===== src/rtl/board_io_wrapper_if.sv =====
// Board-side bus: raw button pins and LED pins toward the wrapper, clean
// button levels/pulses and LED controls between the wrapper and main logic.
interface board_io_wrapper_if #(
  parameter int unsigned NUM_BUTTONS = 2,
  parameter int unsigned NUM_LEDS    = 3,
  parameter int unsigned PWM_WIDTH   = 8
);
  logic [NUM_BUTTONS-1:0]        push_button_n;
  logic [NUM_BUTTONS-1:0]        push_button;
  logic [NUM_BUTTONS-1:0]        push_button_press;
  logic [NUM_BUTTONS-1:0]        push_button_release;
  logic [NUM_LEDS-1:0]           led;
  logic [NUM_LEDS*PWM_WIDTH-1:0] led_duty;
  logic [NUM_LEDS-1:0]           led_n;

  // Drives the wrapper: board pins plus main-logic LED controls.
  modport master (
    output push_button_n,
    output led,
    output led_duty,
    input  push_button,
    input  push_button_press,
    input  push_button_release,
    input  led_n
  );

  // The wrapper itself.
  modport slave (
    input  push_button_n,
    input  led,
    input  led_duty,
    output push_button,
    output push_button_press,
    output push_button_release,
    output led_n
  );
endinterface


===== src/rtl/board_io_wrapper.sv =====
// Board I/O wrapper: synchronises and debounces active-low push buttons into
// clean levels with press/release pulses, and drives active-low LEDs with
// per-channel PWM whose duty is shadowed at period boundaries.
module board_io_wrapper #(
  parameter int unsigned NUM_BUTTONS     = 2,
  parameter int unsigned NUM_LEDS        = 3,
  parameter int unsigned DEBOUNCE_CYCLES = 50000,
  parameter int unsigned DEBOUNCE_WIDTH  = 16,
  parameter int unsigned PWM_WIDTH       = 8
) (
  input  logic                clock,
  input  logic                reset_n,
  board_io_wrapper_if.slave   bus
);

  localparam logic [DEBOUNCE_WIDTH-1:0] DbLast = DEBOUNCE_WIDTH'(DEBOUNCE_CYCLES - 1);

  // ---------------------------------------------------------------------------
  // Button synchroniser: flops hold the raw active-low level, so reset is 1.
  // ---------------------------------------------------------------------------
  logic [NUM_BUTTONS-1:0] sync1_q, sync2_q;
  logic [NUM_BUTTONS-1:0] btn_sync;
  logic [NUM_BUTTONS-1:0] stable;
  logic [NUM_BUTTONS-1:0] stable_dly_q;

  // Two-stage synchroniser, straight flop-to-flop.
  always_ff @(posedge clock or negedge reset_n) begin
    if (!reset_n) begin
      sync1_q <= '1;
      sync2_q <= '1;
    end else begin
      sync1_q <= bus.push_button_n;
      sync2_q <= sync1_q;
    end
  end

  assign btn_sync = ~sync2_q;

  // ---------------------------------------------------------------------------
  // Per-button debounce: a new level must hold DEBOUNCE_CYCLES samples in a row.
  // ---------------------------------------------------------------------------
  for (genvar b = 0; b < NUM_BUTTONS; b++) begin : g_btn
    logic [DEBOUNCE_WIDTH-1:0] cnt_q, cnt_d;
    logic                      stable_q, stable_d;

    // Any sample that agrees with the stable level discards accumulated credit.
    always_comb begin
      cnt_d    = cnt_q;
      stable_d = stable_q;
      if (btn_sync[b] == stable_q) begin
        cnt_d = '0;
      end else if (cnt_q == DbLast) begin
        stable_d = btn_sync[b];
        cnt_d    = '0;
      end else begin
        cnt_d = cnt_q + DEBOUNCE_WIDTH'(1);
      end
    end

    // Debounce state registers.
    always_ff @(posedge clock or negedge reset_n) begin
      if (!reset_n) begin
        cnt_q    <= '0;
        stable_q <= 1'b0;
      end else begin
        cnt_q    <= cnt_d;
        stable_q <= stable_d;
      end
    end

    assign stable[b] = stable_q;
  end

  // Delayed copy of the stable levels for edge detection.
  always_ff @(posedge clock or negedge reset_n) begin
    if (!reset_n) begin
      stable_dly_q <= '0;
    end else begin
      stable_dly_q <= stable;
    end
  end

  assign bus.push_button         = stable;
  assign bus.push_button_press   = stable & ~stable_dly_q;
  assign bus.push_button_release = ~stable & stable_dly_q;

  // ---------------------------------------------------------------------------
  // PWM: free-running counter, duties shadowed on the last count of a period.
  // ---------------------------------------------------------------------------
  logic [PWM_WIDTH-1:0]          pwm_q;
  logic [NUM_LEDS*PWM_WIDTH-1:0] duty_q;
  logic [NUM_LEDS-1:0]           led_on;
  logic [NUM_LEDS-1:0]           led_n_q;
  logic                          period_end;

  assign period_end = (pwm_q == {PWM_WIDTH{1'b1}});

  // Counter wraps naturally; shadow duties load so they apply from count 0.
  always_ff @(posedge clock or negedge reset_n) begin
    if (!reset_n) begin
      pwm_q  <= '0;
      duty_q <= '0;
    end else begin
      pwm_q <= pwm_q + PWM_WIDTH'(1);
      if (period_end) begin
        duty_q <= bus.led_duty;
      end
    end
  end

  // All-ones duty means always on; otherwise on while the count is below duty.
  always_comb begin
    led_on = '0;
    for (int i = 0; i < NUM_LEDS; i++) begin
      led_on[i] = bus.led[i] &
                  ((duty_q[i*PWM_WIDTH +: PWM_WIDTH] == {PWM_WIDTH{1'b1}}) |
                   (pwm_q < duty_q[i*PWM_WIDTH +: PWM_WIDTH]));
    end
  end

  // Registered active-low LED pins; reset leaves every LED dark.
  always_ff @(posedge clock or negedge reset_n) begin
    if (!reset_n) begin
      led_n_q <= '1;
    end else begin
      led_n_q <= ~led_on;
    end
  end

  assign bus.led_n = led_n_q;

endmodule


===== src/flat_wrapper.sv =====
// flat-port wrapper written by rule: the top's interface ports become plain ports
module board_io_wrapper_flat 
#(
  parameter int unsigned NUM_BUTTONS     = 2,
  parameter int unsigned NUM_LEDS        = 3,
  parameter int unsigned DEBOUNCE_CYCLES = 50000,
  parameter int unsigned DEBOUNCE_WIDTH  = 16,
  parameter int unsigned PWM_WIDTH       = 8
)
  (clock, reset_n, bus_push_button_n, bus_led, bus_led_duty, bus_push_button, bus_push_button_press, bus_push_button_release, bus_led_n);
  board_io_wrapper_if #(.NUM_BUTTONS(NUM_BUTTONS), .NUM_LEDS(NUM_LEDS), .PWM_WIDTH(PWM_WIDTH)) bus_i ();
  input  logic clock;
  input  logic reset_n;
  input wire logic [$bits(bus_i.push_button_n)-1:0] bus_push_button_n;
  input wire logic [$bits(bus_i.led)-1:0] bus_led;
  input wire logic [$bits(bus_i.led_duty)-1:0] bus_led_duty;
  output wire logic [$bits(bus_i.push_button)-1:0] bus_push_button;
  output wire logic [$bits(bus_i.push_button_press)-1:0] bus_push_button_press;
  output wire logic [$bits(bus_i.push_button_release)-1:0] bus_push_button_release;
  output wire logic [$bits(bus_i.led_n)-1:0] bus_led_n;
  assign bus_i.push_button_n = bus_push_button_n;
  assign bus_i.led = bus_led;
  assign bus_i.led_duty = bus_led_duty;
  assign bus_push_button = bus_i.push_button;
  assign bus_push_button_press = bus_i.push_button_press;
  assign bus_push_button_release = bus_i.push_button_release;
  assign bus_led_n = bus_i.led_n;
  board_io_wrapper #(.NUM_BUTTONS(NUM_BUTTONS), .NUM_LEDS(NUM_LEDS), .DEBOUNCE_CYCLES(DEBOUNCE_CYCLES), .DEBOUNCE_WIDTH(DEBOUNCE_WIDTH), .PWM_WIDTH(PWM_WIDTH)) u_core (.clock(clock), .reset_n(reset_n), .bus(bus_i));
endmodule

===== config.mk =====
export PLATFORM = sky130hd
export DESIGN_NAME = board_io_wrapper_flat
export DESIGN_NICKNAME = d
export VERILOG_FILES = /design/src/rtl/board_io_wrapper_if.sv /design/src/rtl/board_io_wrapper.sv /design/src/flat_wrapper.sv
export SDC_FILE = /design/constraint.sdc
export NUM_CORES = 1
export LEC_CHECK = 0
export ABC_AREA = 1
export CORE_MARGIN = 1.5
export CORE_UTILIZATION = 40
export CTS_CLUSTER_DIAMETER = 40
export DETAILED_ROUTE_END_ITERATION = 16
export HOLD_SLACK_MARGIN = 0.05
export MAX_ROUTING_LAYER = met4
export PLACE_DENSITY_LB_ADDON = 0.05
export RECOVER_POWER = 50
export SLEW_MARGIN = 10
export SYNTH_ARGS = -nofsm -noshare
export SYNTH_HDL_FRONTEND = slang
export SYNTH_SLANG_ARGS = --single-unit
export TNS_END_PERCENT = 100

===== constraint.sdc =====
create_clock -name clock -period 3.3 [get_ports clock]
set_input_delay 0.495 -clock clock [delete_from_list [all_inputs] [get_ports clock]]
set_output_delay 0.495 -clock clock [all_outputs]
set_load 0.005 [all_outputs]

* After elaboration in Yosys (flattened, before gate mapping)
Index checks and enable logic that the tools add are counted.
** Operators by class
- Add/sub/neg operators :: 3
- Multipliers :: 0
- Divide/modulo/power cells :: 0
- Order comparisons :: 3
- Eq/ne operators :: 8
- Shift-type cells :: 0
- Mux-type cells :: 4
- Bitwise gates (word level) :: 14
- Reductions and logical operators :: 2
** Operator list (number)
- $mux 16 :: 4
- $add 16x1->16 const B :: 2
- $eq 16x16->1 const B :: 2
- $eq 8x8->1 const B :: 4
- $lt 8x8->1 :: 3
- $add 8x1->8 const B :: 1
- $not 2->2 :: 3
- $and 2x2->2 :: 2
- $reduce_and 2->1 :: 2
- $and 1x1->1 :: 3
- $not 3->3 :: 1
- $or 1x1->1 :: 3
- $eq 1x1->1 :: 2
- $not 1->1 :: 2
** Word-level totals
- Register bits after elaboration :: 75
- Latch bits :: 0
- RAM bits :: 0
- Memory bits (read-only) :: 0
- Input port bits :: 31
- Logic and storage cells :: 44
- Memories :: 0

* Longest topological paths before layout
Gate-level depths: netlist (run 1).
- Word-level depth :: 4
- Depth in mapped cells :: 10
- Gate-level depth less buffers :: 10

* Worst setup path before layout (run 1)
No wires, ideal clock.
- Kind :: register to register
- Start point :: register u_core.pwm_q[1]
- End point :: register u_core.duty_q[2]
- Arrival :: 1.362 ns
- Data required time :: 3.174 ns
- Setup slack :: 1.812 ns
- Cell stages (with the launch flop) :: 9
- Path buffers :: 2
- Cells stage by stage :: dfrtp_1 -> ha_1 -> nand2_2 -> nor2_4 -> nand3_2 -> nor3_4 -> buf_6 -> buf_6 -> o21ai_0
** On the way
- Word-level cells in the longest chain between the ends :: 1
** Ends and longest elaborated chain
- start: declaration :: line board_io_wrapper.sv:90 : logic [PWM_WIDTH-1:0] pwm_q;
- start signal: assignment :: line board_io_wrapper.sv:104 : pwm_q <= pwm_q + PWM_WIDTH'(1);
- $eq 8x8->1 :: line board_io_wrapper.sv:96 : assign period_end = (pwm_q == {PWM_WIDTH{1'b1}});
- end signal: assignment :: line board_io_wrapper.sv:106 : duty_q <= bus.led_duty;
- end: declaration :: line board_io_wrapper.sv:91 : logic [NUM_LEDS*PWM_WIDTH-1:0] duty_q;
No other way between the ends.
A chain may end at the register's enable or synchronous reset.

* Final worst setup path (run 1)
- Start point :: register u_core.g_btn[0].stable_q
- End point :: output port bus_push_button_press[0]
** On the way
- Word-level cells in the longest chain between the ends :: 1
** Ends and longest elaborated chain
- start: declaration :: line board_io_wrapper.sv:44 : logic stable_q, stable_d;
- start signal: assignment :: line board_io_wrapper.sv:67 : stable_q <= stable_d;
- $and 2x2->2 :: line board_io_wrapper.sv:84 : assign bus.push_button_press = stable & ~stable_dly_q;
- end: declaration :: line flat_wrapper.sv:18 : output wire logic [$bits(bus_i.push_button_press)-1:0] bus_push_button_press;
No other way between the ends.

==> results of run 1 <==
-- power by group --
group          total [mW]  internal (mW)  leakage (nW)  switching [mW]
clock network       0.803          0.466         0.113           0.337
registers           0.940          0.932         0.879         0.00818
logic              0.0781         0.0406          1.24          0.0376
-- synth_stat cells (2+ instances only) --
cell type and instances:
sky130_fd_sc_hd__nor3_1 21, sky130_fd_sc_hd__or2_2 2, sky130_fd_sc_hd__xor2_1 10, sky130_fd_sc_hd__nand4_1 13
sky130_fd_sc_hd__nand2_1 108, sky130_fd_sc_hd__nand2_2 11, sky130_fd_sc_hd__o21ai_0 13, sky130_fd_sc_hd__inv_1 69
sky130_fd_sc_hd__buf_2 2, sky130_fd_sc_hd__nor4_1 6, sky130_fd_sc_hd__dfrtp_1 68, sky130_fd_sc_hd__xnor2_1 3
sky130_fd_sc_hd__nor2_1 64, sky130_fd_sc_hd__ha_1 24, sky130_fd_sc_hd__buf_4 2, sky130_fd_sc_hd__a21oi_1 13
sky130_fd_sc_hd__dfstp_2 7, sky130_fd_sc_hd__o21ai_2 16, sky130_fd_sc_hd__buf_6 2, sky130_fd_sc_hd__nand3_1 26
-- layout make-up --
class,count,area (µm²),share of cell area
Clock inverter,4,72.6,0.0152
Inverter,69,259,0.0544
Sequential cell,75,1890,0.396
Clock buffer,12,155,0.0326
Timing Repair Buffer,41,400,0.0841
Multi-Input combinational cell,335,1820,0.382
Tap cell,133,166,0.0350
-- routing by layer --
metal,up-vias,wire [µm]
li1,1648,-
met2,47,3810
met1,1461,3820
met4,0,65
met5,-,0
met3,8,289
-- state kept, by name, indices dropped and copies added, names as in the netlist --
signal / cells
u_core.pwm_q: 8
u_core.bus.led_n: 3
u_core.sync2_q: 2
u_core.g_btn.stable_q: 2
u_core.g_btn.cnt_q: 32
u_core.duty_q: 24
u_core.stable_dly_q: 2
u_core.sync1_q: 2
-- kinds of logic (layout without fill, tap and decap cells) --
logic type               count (synthesis)  after routing
AND/OR/NAND/NOR                        256            256
flip-flops                              75             75
buffers and inverters                   76            126
XOR/XNOR                                13             13
adder cells (fa/ha/maj)                 24             24
AO/OA/AOI/OAI                           42             42
-- worst paths after layout --
path / startpoint / end
max reg2reg: u_core.pwm_q[1] / u_core.duty_q[19]
min reg2reg: u_core.sync1_q[1] / u_core.sync2_q[1]
max in group asynchronous: reset_n / u_core.duty_q[19]
min in group asynchronous: reset_n / u_core.g_btn[1].cnt_q[2]
max: u_core.g_btn[0].stable_q / bus_push_button_press[0]
min: u_core.sync1_q[1] / u_core.sync2_q[1]
-- through the flow --
stage / instances / power (mW) / hold slack (ps) / area (µm²) / util
after floorplan: 486 / 0.973 / 199 / 4030 / -
after global placement: 653 / 1.04 / 347 / 4530 / 0.464
after detailed placement: 653 / 1.04 / 350 / 4530 / 0.464
after CTS: 669 / 1.86 / 315 / 4760 / 0.487
after global routing: 669 / 1.91 / 364 / 4760 / 0.487
final: 669 / 1.82 / 360 / 4760 / 0.487
==> results by stage, run 1 <==
Power:
- For this design the static power due to leakage is approximately 2.2 nW.
- The worst-case IR drop observed on VDD is 0.200 mV.
- The power density relative to cell area is 383 nW/µm².

Final layout:
- In the layout the commonest cells are sky130_fd_sc_hd__nand2_1 (108), sky130_fd_sc_hd__inv_1 (69), sky130_fd_sc_hd__dfrtp_1 (68).
- The leading cell type in the layout, fill and taps excluded is sky130_fd_sc_hd__nand2_1.
- Fill cells in the final layout number 977.
- In the final layout, the share of cells above drive strength 1 is 0.108.
- The area growth from synthesis to layout is 18.0%.
- The number of nets in the layout is 586.
- The number of antenna diodes in the final layout is 0.

Placed design:
- The number of buffer cells added on primary ports is 39.
- Timing analysis after detailed placement gives a worst setup slack of about 1600 ps.
- The half-perimeter wire length of the detailed placement result is approximately 5700 µm.
- The last weighted congestion value of the routability-driven placer is around 0.84.

Synthesis:
- The biggest area contributor in the post-synthesis netlist is sky130_fd_sc_hd__dfrtp_1.
- The post-synthesis share of cell area spent on full adders, half adders and majority gates is 0.0745.
- The number of enable-type register cells in the synthesized netlist is 0.
- In the post-synthesis netlist, the biggest area contributors are sky130_fd_sc_hd__dfrtp_1 (42%), sky130_fd_sc_hd__nand2_1 (10%), sky130_fd_sc_hd__ha_1 (7.4%).
- In this run, synthesis produced a sequential element count of 75.
- Synthesis instantiated 26 different standard cells from the library.
- The average footprint of a synthesized cell is 8.30 µm².
- The fraction of the mapped netlist area in compound gates is 0.0670.
- The share of synthesized registers carrying an async set or reset is 1.00.
- Synthesis produced a netlist whose cell count is 486.
- The xor and xnor fraction of the mapped netlist area is 0.0282.
- The share of synthesized area in the top cell type comes to 0.422.
- Of the synthesized area, sequential elements account for 0.468.
- The synthesized netlist occupies a cell area of 4030 µm².
- The combinational family with the most area after synthesis is simple AND/OR/NAND/NOR gates.
- Yosys printed 0 warnings.
- The proportion of synthesized area in mux cells is 0.
- For this run, the leading register cell type out of synthesis is sky130_fd_sc_hd__dfrtp_1.
- The number of nets in the synthesized netlist is 541.
- Of the total synthesized cell area, the portion taken by AND, OR, NAND and NOR gates is 0.282.

Floorplan:
- The core region is 9770 µm².
- For this design the top-level I/O count stands at 40.
- The initialized floorplan defines 36 standard-cell rows.
- The initial core utilization is 0.413.
- From left edge to right edge, the die measures 103 µm.
- The height of the die is about 100 µm.
- The floorplan step defined a die boundary enclosing 10700 µm².

Run status:
- The final reports fail on capacitance limit, slew limit.
- The flow ran to the end, but the final reports show violations.

Clock network:
- The clock transition at the registers of the reported paths is around 80 ps.
- The clock sink count is 75.
- The number of clock buffers added by TritonCTS is 9.
- Buffers added to address setup during post-CTS repair amount to 0.
- The level count of the clock H-tree is 3.
- The number of cells upsized or downsized after cts is 0.
- TritonCTS built the clock tree.
- In this run the deepest clock path goes through 2 buffers.
- The clock latency of the later-clocked register in the worst-skew pair is 360 ps.
- Buffers inserted to repair hold after CTS numbered 0.
- The buffer type at the clock tree root is sky130_fd_sc_hd__clkbuf_8.

Timing:
- The highest clock frequency the design can meet is about 0.51 GHz.
- Setup repair after global routing left no endpoint under its margin.
- At the pin with the least slew margin, the transition time is 1840 ps.
- The count of endpoints failing hold in the final timing report is 0.
- Dividing the final minimum period by the clock period gives 0.591.
- The worst path meets setup with 1350 ps of slack.
- Headroom to the max-slew limit came out at -0.229.
- Between clock sinks in the finished design, the worst skew comes to 11.6 ps.
- Setup total negative slack on the finished layout was measured at 0 ps.
- The max-slew violation total from the final report came to 76.
- The final critical delay including setup and external delays is 1950 ps.
- The count of final setup violators is 0.

Route:
- The routed layout has between 3000 and 4000 vias.
- The wire length per cell is 11.9 µm.
- After detailed routing, the number of vias per cell comes to 4.73.
- Summed over all layers, the routed wires come to 7980 µm.
- The detail route stage leaves a number of antenna-violating nets equal to 0.
- The first-iteration detailed-routing DRC count is 111.
- The total DRC errors in the routed layout is 0.
- The first detailed-routing pass took 6 iterations.

GRT:
- The initial antenna violation count is 0.
- The layer flagged by global routing as most heavily used is met2.
- The overall overflow remaining after global route is 0.
- The global routing usage on met2 is 0.266.
- The first global-routing pass estimated 13900 µm of wire.
- For met1 alone, demand over resource in global routing was 0.225.
- The number of global-route vias before repair is 2978.
- For this run, the total global-route usage over all layers was measured as 0.174.
- The global routing usage on met3 is 0.0524.
- Entering global routing, the biggest net connects 76 pins.

Setup path:
- Counting buffers and inverters, the worst setup path is 3 cells deep.
- The worst setup path is of the flop to primary output kind.
- The worst-path cell with the longest stage delay is sky130_fd_sc_hd__clkdlybuf4s50_1.
- For flop-to-flop paths, the worst setup slack is 1580 ps.
- The arrival time of data at the critical path endpoint is 1450 ps.
- STA puts the critical path data required time at 2800 ps.
- The worst stage delay on the critical path is 510 ps.
- Together, buffers and inverters on the worst path number 2.
- Along the worst path, the maximum fanout reaches 6.
- Counting cells, the worst reg-to-reg path comes to 8.
- The element type at the critical path end is a primary output.
- The kind of launch point of the worst setup path is a flop.
- Traced cell by cell, the critical path runs through inv_1 > nor2_1 > clkdlybuf4s50_1.
- The family with the most delay on the worst path is buffers and inverters.

Hold path:
- The cell depth of the worst hold path is 0.
- The worst hold path class is flop to flop.

Job:
- The tool flagged a number of max-cap violations equal to 1.
Power figures use the tool's default switching activity.
==> run 2, diff against run 1 <==
==> constraint.sdc (replaced) <==
create_clock -name clock -period 1.9 [get_ports clock]
set_input_delay 0.285 -clock clock [delete_from_list [all_inputs] [get_ports clock]]
set_output_delay 0.285 -clock clock [all_outputs]
set_load 0.005 [all_outputs]
==> results by stage, run 2 (same netlist as run 1, synthesis figures left out) <==
Floorplan:
- The die outline width came to 103 µm (unchanged).
- The number of top-level pins is 40 (unchanged).
- The initial core utilization is 0.413 (unchanged).
- The number of cell rows came to 36 (unchanged).
- The die outline area is 10700 µm² (unchanged).
- The core area is 9770 µm² (unchanged).
- The height of the die is 103 µm (unchanged).

Route:
- The total length of routed met2 wires is 3750 µm (was 3810 µm).
- The highest metal layer used by the detailed router is met4 (unchanged).
- The detailed-route wire length on metal 1 is 3730 µm (was 3820 µm).
- The number of nets with antenna violations after routing is 0 (unchanged).
- The first-iteration detailed-routing DRC count is 77 (was 111).
- The number of detailed-route iterations in the first pass is 4 (was 6).
- The count of vias placed by the detailed router came to 3122 (was 3164).
- The total DRC errors in the routed layout is 0 (unchanged).
- The vias per cell was 4.65 (was 4.73).
- The wire length per cell came to 11.7 µm (was 11.9 µm).
- The sum of routed wire length over all layers came to 7860 µm (was 7980 µm).
- The total met3 wirelength after detailed routing is 262 µm (was 289 µm).

Run status:
- Run status: completed (was finished with violations).

Final layout:
- The register with the highest flop count is u_core.g_btn.cnt_q (unchanged).
- The layout-stage area growth over the synthesis result is 19.3% (was 18.0%).
- The number of flip-flops in the largest register is 32 (unchanged).
- The count of non-filler cells in the finished layout is 672 (was 669).
- The proportion of layout cells with a drive suffix above 1 is 0.113 (was 0.108).
- Registers with the most flip-flops: u_core.g_btn.cnt_q x32, u_core.duty_q x24, u_core.pwm_q x8 (unchanged).
- The number of nets in the layout is 589 (was 586).
- The leading cell type in the layout, fill and taps excluded is sky130_fd_sc_hd__nand2_1 (unchanged).
- Commonest cells after routing, fill and taps aside: sky130_fd_sc_hd__nand2_1 (108), sky130_fd_sc_hd__inv_1 (69), sky130_fd_sc_hd__dfrtp_1 (68) (unchanged).
- The antenna diode count is 0 (unchanged).

Clock network:
- The number of cells upsized or downsized after cts was 0 (unchanged).
- The clock tree from TritonCTS is done (unchanged).
- The number of buffers added to fix hold violations after cts was 1 (was 0).
- The number of buffers added by the clock tree synthesis step is 9 (unchanged).
- The largest buffer count on any clock path is 2 (unchanged).
- The setup fix buffers added after clock tree synthesis was 0 (unchanged).
- The clock sink count is 75 (unchanged).
- The buffer type at the clock tree root is sky130_fd_sc_hd__clkbuf_8 (unchanged).
- The clock latency of the later-clocked register in the worst-skew pair came to 350 ps (was 360 ps).
- The level count of the clock H-tree is 3 (unchanged).
- The clock transition at the registers of the reported paths is 80 ps (about the same).

Setup path:
- The arrival time of data at the critical path endpoint is 1450 ps (about the same).
- The element type at the critical path end is a primary output (unchanged).
- The cell count of the worst reg-to-reg path is 8 (unchanged).
- The setup slack of the most critical reg-to-reg path came to 210 ps (was 1580 ps).
- The family with the most delay on the worst path is buffers and inverters (unchanged).
- The number of buffer and inverter instances along the worst setup path came to 2 (unchanged).
- The worst stage delay on the critical path came to 510 ps (about the same).
- The kind of launch point of the worst setup path was a flop (unchanged).
- The endpoint of the lowest-slack register-to-register path is u_core.duty_q[22] (was u_core.duty_q[19]).
- The worst-path cell with the longest stage delay is sky130_fd_sc_hd__clkdlybuf4s50_1 (unchanged).
- The critical setup path kind is flop to primary output (unchanged).
- The biggest fanout along the worst timing path is 6 (unchanged).
- Cell-by-cell listing of the critical path: inv_1 > nor2_1 > clkdlybuf4s50_1 (unchanged).
- The launching point of the worst reg2reg path is u_core.pwm_q[1] (unchanged).
- The critical path required time is 1620 ps (was 2800 ps).

Job:
- The reported max-cap violation count came to 0 (was 1).

Power:
- The power density relative to cell area was 677 nW/µm² (was 383 nW/µm²).
- The maximum VDD drop is 0.375 mV (was 0.200 mV).
- The leakage power of the design came to 2.26 nW (was 2.23 nW).

Placed design:
- The number of cells after detailed placement is 655 (was 653).
- The last weighted congestion value of the routability-driven placer is 0.879 (was 0.836).
- The half-perimeter wire length of the detailed placement result is 5620 µm (was 5700 µm).
- The number of buffer cells added on primary ports is 39 (unchanged).

Timing:
- The count of final setup violators is 0 (unchanged).
- Based on the critical path, the design can be clocked at up to 0.575 GHz.
- The count of endpoints failing hold in the final timing report is 0 (unchanged).
- The max-slew violation total from the final report is 0 (was 76).
- Setup repair after global routing missed its margin: no (unchanged).
- The post-route fraction of the period consumed by the critical path is 0.915.
- The slew at the pin closest to its max-slew limit is 699 ps (was 1840 ps).
- The largest clock skew in the final design is 6.51 ps (was 11.6 ps).
- The final critical delay including setup and external delays is 1740 ps.
- The final sum of negative setup slack is 0 ps (unchanged).
- The worst slew margin relative to its limit is 0.534 (was -0.229).

Hold path:
- The cell depth of the worst hold path was 0 (unchanged).
- The hold path endpoint is u_core.sync2_q[0] (was u_core.sync2_q[1]).
- The hold path startpoint is u_core.sync1_q[0] (was u_core.sync1_q[1]).
- The worst hold path class is flop to flop (unchanged).

GRT:
- The initial antenna violation count is 0 (unchanged).
- The maximum number of pins on one net before global-route repair is 49 (was 76).
- The number of global-route vias before repair is 2946 (was 2978).
- The overall overflow remaining after global route was 0 (unchanged).
- The overall track demand over capacity in global routing is 0.172 (was 0.174).
- The first-pass GRT wire length is 13600 µm (was 13900 µm).
-- run 2: cell types whose count changed in the layout (fill, tap and decap cells not counted) --
| cell | previous run | this run |
|---|---|---|
| sky130_fd_sc_hd__clkbuf_8 | 11 | 9 |
| sky130_fd_sc_hd__clkinv_4 | 0 | 1 |
| sky130_fd_sc_hd__bufinv_16 | 2 | 3 |
| sky130_fd_sc_hd__buf_4 | 2 | 3 |
| sky130_fd_sc_hd__clkinv_2 | 1 | 2 |
| sky130_fd_sc_hd__dlygate4sd3_1 | 2 | 3 |
| sky130_fd_sc_hd__buf_12 | 0 | 1 |
| sky130_fd_sc_hd__clkbuf_1 | 1 | 0 |
-- run 2: through the flow --
stage / total power [mW] / hold WS, ps / worst slack, ps / utilization / area (µm²)
floorplan: 1.69 / -10.6 / 412 / - / 4030
global placement: 1.81 / 238 / 246 / 0.468 / 4570
detailed placement: 1.81 / 235 / 205 / 0.468 / 4570
CTS: 3.32 / 308 / 122 / 0.494 / 4820
global route: 3.39 / 361 / 10.7 / 0.492 / 4810
finish: 3.25 / 358 / 161 / 0.492 / 4810
-- run 2: worst reg2reg max path, cell delays in order, from the launching register on --
cell,delay [ps]
sky130_fd_sc_hd__dfrtp_1,430
sky130_fd_sc_hd__ha_1,230
sky130_fd_sc_hd__nand2_2,80
sky130_fd_sc_hd__nor2_4,110
sky130_fd_sc_hd__nand3_2,110
sky130_fd_sc_hd__nor3_4,190
sky130_fd_sc_hd__buf_4,300
sky130_fd_sc_hd__nand2_1,110
sky130_fd_sc_hd__o21ai_2,60
-- run 2: worst max-delay path by stage --
| stage | startpoint | endpoint | slack [ps] | cells after the start |
|---|---|---|---|---|
| 3_5_place_dp | u_core.pwm_q[1] | u_core.duty_q[0] | 200 | 7 |
| 5_1_grt | u_core.pwm_q[1] | u_core.duty_q[22] | 10 | 8 |
| 3_3_place_gp | u_core.pwm_q[1] | u_core.duty_q[0] | 250 | 7 |
| 4_1_cts | u_core.g_btn[0].stable_q | bus_push_button_press[0] | 120 | 3 |
| 2_1_floorplan | u_core.pwm_q[1] | u_core.duty_q[2] | 410 | 8 |
| 6_report | u_core.g_btn[0].stable_q | bus_push_button_press[0] | 160 | 3 |
-- run 2: layout make-up --
cell class	instances	area (µm²)
fillers	972	4960
flip-flops and latches	75	1890
well taps	133	166
repair buffers	44	438
clock buffers	9	124
multi-input cells	335	1820
clock inverters	7	116
inverters	69	259
-- run 2: per-layer routing --
metal | track usage | vias up
met5 | - | -
met2 | 0.275 | 41
met4 | 0.0603 | 0
li1 | - | 1654
met3 | 0.0457 | 9
met1 | 0.209 | 1418
-- run 2: power by group --
group,internal (mW),total (mW),switching (mW)
Clock,0.869,1.48,0.614
Sequential,1.62,1.63,0.0136
Combinational,0.0730,0.139,0.0659
Total,2.56,3.25,0.694
==> run 3, diff against run 2 <==
--- a/config.mk
+++ b/config.mk
@@ -5,15 +5,16 @@
 export SDC_FILE = /design/constraint.sdc
 export NUM_CORES = 1
 export LEC_CHECK = 0
-export ABC_AREA = 1
 export CORE_MARGIN = 1.5
 export CORE_UTILIZATION = 40
 export CTS_CLUSTER_DIAMETER = 40
+export CTS_CLUSTER_SIZE = 25
 export DETAILED_ROUTE_END_ITERATION = 16
 export HOLD_SLACK_MARGIN = 0.05
 export MAX_ROUTING_LAYER = met4
 export PLACE_DENSITY_LB_ADDON = 0.05
 export RECOVER_POWER = 50
+export SKIP_CTS_REPAIR_TIMING = 1
 export SLEW_MARGIN = 10
 export SYNTH_ARGS = -nofsm -noshare
 export SYNTH_HDL_FRONTEND = slang
==> results by stage, run 3 <==
Run status:
- Run status: completed (unchanged).

Placed design:
- The standard cell area after detailed placement is 4350 µm² (was 4570 µm²).
- The number of buffer cells added on primary ports is 39 (unchanged).
- The last weighted congestion value of the routability-driven placer was 0.789 (was 0.879).
- The half-perimeter wire length of the detailed placement result is 5090 µm (was 5620 µm).

Final layout:
- The register with the highest flop count is u_core.g_btn.cnt_q (unchanged).
- Registers with the most flip-flops: u_core.g_btn.cnt_q x32, u_core.duty_q x24, u_core.pwm_q x8 (unchanged).
- The proportion of layout cells with a drive suffix above 1 is 0.159 (was 0.113).
- The leading cell type in the layout, fill and taps excluded is sky130_fd_sc_hd__dfrtp_1 (was sky130_fd_sc_hd__nand2_1).
- Commonest cells after routing, fill and taps aside: sky130_fd_sc_hd__dfrtp_1 (68), sky130_fd_sc_hd__clkdlybuf4s50_1 (36), sky130_fd_sc_hd__nor2_1 (33) (was sky130_fd_sc_hd__nand2_1 (108), sky130_fd_sc_hd__inv_1 (69), sky130_fd_sc_hd__dfrtp_1 (68)).
- The antenna diode count came to 0 (unchanged).
- The cell area after layout was 4590 µm² (was 4810 µm²).
- The number of nets in the layout is 459 (was 589).
- The layout-stage area growth over the synthesis result is 22.8% (was 19.3%).
- The number of flip-flops in the largest register is 32 (unchanged).

Clock network:
- The largest buffer count on any clock path came to 2 (unchanged).
- The clock tree from TritonCTS is done (unchanged).
- The clock latency of the later-clocked register in the worst-skew pair was 340 ps (was 350 ps).
- The clock transition at the registers of the reported paths came to 80 ps (about the same).
- The level count of the clock H-tree is 3 (unchanged).
- The buffer type at the clock tree root is sky130_fd_sc_hd__clkbuf_8 (unchanged).
- The number of buffers added by the clock tree synthesis step was 9 (unchanged).
- The clock sink count came to 75 (unchanged).

Job:
- The reported max-cap violation count is 0 (unchanged).

Synthesis:
- The share of synthesized registers carrying an async set or reset was 1.00 (unchanged).
- The mapped cell area came to 3740 µm² (was 4030 µm²).
- The most instantiated flip-flop cell in the synthesis netlist is sky130_fd_sc_hd__dfrtp_1 (unchanged).
- The most instantiated library cell after synthesis is sky130_fd_sc_hd__dfrtp_1 (was sky130_fd_sc_hd__nand2_1).
- The fraction of the mapped netlist area in compound gates is 0.0344 (was 0.0670).
- The proportion of synthesized area in mux cells came to 0.0722 (was 0).
- The gate count after technology mapping is 346 (was 486).
- The net count after synthesis came to 401 (was 541).
- The xor and xnor fraction of the mapped netlist area was 0.0773 (was 0.0282).
- The fraction of the mapped netlist area in simple logic gates is 0.193 (was 0.282).
- The post-synthesis sequential area ratio is 0.504 (was 0.468).
- The average footprint of a synthesized cell is 10.8 µm² (was 8.30 µm²).
- The count of synthesis-stage warnings from yosys is 0 (unchanged).
- Leading post-synthesis cells by instance count: sky130_fd_sc_hd__dfrtp_1 (68), sky130_fd_sc_hd__nor2_1 (33), sky130_fd_sc_hd__inv_1 (29), sky130_fd_sc_hd__xnor2_1 (27) (was sky130_fd_sc_hd__nand2_1 (108), sky130_fd_sc_hd__inv_1 (69), sky130_fd_sc_hd__dfrtp_1 (68), sky130_fd_sc_hd__nor2_1 (64), sky130_fd_sc_hd__nand3_1 (26)).
- The number of enable-type register cells in the synthesized netlist came to 0 (unchanged).
- The combinational family with the most area after synthesis is simple AND/OR/NAND/NOR gates (unchanged).
- Cell types occupying the most area after synthesis: sky130_fd_sc_hd__dfrtp_1 (45%), sky130_fd_sc_hd__ha_1 (8.0%), sky130_fd_sc_hd__mux2_2 (7.2%) (was sky130_fd_sc_hd__dfrtp_1 (42%), sky130_fd_sc_hd__nand2_1 (10%), sky130_fd_sc_hd__ha_1 (7.4%)).
- The register bit count reported by yosys is 75 (unchanged).
- The proportion of netlist area held by the largest area contributor is 0.455 (was 0.422).
- The cell taking the most area after synthesis is sky130_fd_sc_hd__dfrtp_1 (unchanged).
- The post-synthesis share of cell area spent on full adders, half adders and majority gates is 0.0803 (was 0.0745).
- The number of distinct standard cells referenced by the synthesized netlist is 35 (was 26).

Route:
- The sum of routed wire length over all layers is 6990 µm (was 7860 µm).
- The number of nets with antenna violations after routing was 0 (unchanged).
- The vias per cell is 4.98 (was 4.65).
- The wire length per cell is 13.4 µm (was 11.7 µm).
- The number of detailed-route iterations in the first pass is 4 (unchanged).
- The first-iteration detailed-routing DRC count is 62 (was 77).
- The count of vias placed by the detailed router is 2587 (was 3122).
- The total DRC errors in the routed layout is 0 (unchanged).

Timing:
- The max-slew violation total from the final report is 0 (unchanged).
- The highest clock frequency the design can meet is 0.584 GHz (was 0.575 GHz).
- The count of final setup violators came to 0 (unchanged).
- The final sum of negative setup slack is 0 ps (unchanged).
- The count of endpoints failing hold in the final timing report is 0 (unchanged).
- The post-route fraction of the period consumed by the critical path is 0.901 (was 0.915).
- The final critical delay including setup and external delays is 1710 ps (was 1740 ps).
- The slew at the pin closest to its max-slew limit is 878 ps (was 699 ps).
- The largest clock skew in the final design is 8.79 ps (was 6.51 ps).
- Setup repair after global routing missed its margin: no (unchanged).
- The worst slew margin relative to its limit is 0.414 (was 0.534).

Floorplan:
- The initial core utilization was 0.409 (was 0.413).
- The die outline width is 99.7 µm (was 103 µm).
- The core area is 9150 µm² (was 9770 µm²).
- The number of cell rows came to 35 (was 36).
- The die outline area came to 9940 µm² (was 10700 µm²).
- The number of top-level pins was 40 (unchanged).
- The height of the die is 99.7 µm (was 103 µm).

GRT:
- The overall overflow remaining after global route is 0 (unchanged).
- The overall track demand over capacity in global routing is 0.162 (was 0.172).
- The first-pass GRT wire length is 12300 µm (was 13600 µm).
- The initial antenna violation count is 0 (unchanged).
- The maximum number of pins on one net before global-route repair is 42 (was 49).
- The number of global-route vias before repair is 2644 (was 2946).

Power:
- The power density relative to cell area was 706 nW/µm² (was 677 nW/µm²).
- The maximum VDD drop was 0.315 mV (was 0.375 mV).
- The leakage power of the design came to 1.91 nW (was 2.26 nW).

Hold path:
- The hold path startpoint is u_core.sync1_q[0] (unchanged).
- The hold path endpoint is u_core.sync2_q[0] (unchanged).
- The cell depth of the worst hold path is 0 (unchanged).
- The worst hold path class is flop to flop (unchanged).

Setup path:
- The arrival time of data at the critical path endpoint is 1430 ps (was 1450 ps).
- The endpoint of the lowest-slack register-to-register path is u_core.duty_q[21] (was u_core.duty_q[22]).
- The biggest fanout along the worst timing path is 6 (unchanged).
- The setup slack of the most critical reg-to-reg path came to 200 ps (was 210 ps).
- The cell count of the worst reg-to-reg path is 5 (was 8).
- The critical path required time came to 1620 ps (about the same).
- The critical setup path kind is flop to primary output (unchanged).
- The kind of launch point of the worst setup path was a flop (unchanged).
- The launching point of the worst reg2reg path is u_core.pwm_q[4] (was u_core.pwm_q[1]).
- The element type at the critical path end was a primary output (unchanged).
[run 3: cell count changes in the layout (fill, tap and decap cells not counted), moves of 12 or more]
cell	previous run	this run
sky130_fd_sc_hd__nor2_1	64	33
sky130_fd_sc_hd__nand3_1	26	14
sky130_fd_sc_hd__xnor2_1	3	27
sky130_fd_sc_hd__nand2_1	108	18
sky130_fd_sc_hd__o21ai_2	16	0
sky130_fd_sc_hd__inv_1	69	29
sky130_fd_sc_hd__mux2_2	0	24
[run 3: worst max path at each step]
| stage | startpoint | to | slack [ps] |
|---|---|---|---|
| floorplan | u_core.pwm_q[1] | u_core.duty_q[10] | 150 |
| global placement | u_core.pwm_q[7] | u_core.bus.led_n[2] | 240 |
| detailed placement | u_core.pwm_q[4] | u_core.duty_q[12] | 210 |
| CTS | u_core.g_btn[1].stable_q | bus_push_button_press[1] | 150 |
| global route | u_core.pwm_q[7] | u_core.bus.led_n[2] | 100 |
| finish | u_core.g_btn[1].stable_q | bus_push_button_press[1] | 190 |
[run 3: worst max-delay path, stage by stage, from the launching register on]
cell and delay, ps:
sky130_fd_sc_hd__dfrtp_1 430, sky130_fd_sc_hd__nor2b_1 160, sky130_fd_sc_hd__clkdlybuf4s50_1 500
[run 3: where the power goes]
| group | leakage (nW) | internal (mW) | switching (mW) |
|---|---|---|---|
| clock | 0.117 | 0.910 | 0.575 |
| combinational | 0.792 | 0.0737 | 0.0591 |
| sequential | 1.00 | 1.61 | 0.0135 |
[run 3: area by class of cell]
| class | instances | area [µm²] |
|---|---|---|
| inverter | 29 | 109 |
| clock inverter | 4 | 97.6 |
| clock buffer | 12 | 145 |
| timing repair buffer | 54 | 509 |
| sequential | 75 | 1890 |
| fill | 829 | 4560 |
| multi-input combinational | 235 | 1710 |
| tap | 111 | 139 |
[run 3: cells by family (layout without fill, tap and decap cells)]
kind of cell / count (synthesis) / after routing
simple gates: 131 / 131
flops: 75 / 75
fa+ha+maj: 24 / 24
compound gates: 23 / 23
mux: 24 / 24
xor+xnor: 33 / 33
buf+inv: 36 / 99
[run 3: through the flow]
| stage | worst slack (ps) | hold slack (ps) | cells | power, mW | util |
|---|---|---|---|---|---|
| floorplan | 154 | -10.6 | 346 | 1.68 | - |
| global placement | 237 | 266 | 503 | 1.79 | 0.475 |
| detailed placement | 212 | 270 | 503 | 1.80 | 0.475 |
| CTS | 153 | -106 | 519 | 3.30 | 0.502 |
| global route | 97.3 | 362 | 520 | 3.39 | 0.502 |
| finish | 187 | 358 | 520 | 3.25 | 0.502 |
[run 3: routing by layer]
layer / track usage / part of all wire
met5: - / 0
met1: 0.212 / 0.50
met2: 0.248 / 0.46
met3: 0.0267 / 0.027
met4: 0.0693 / 0.017
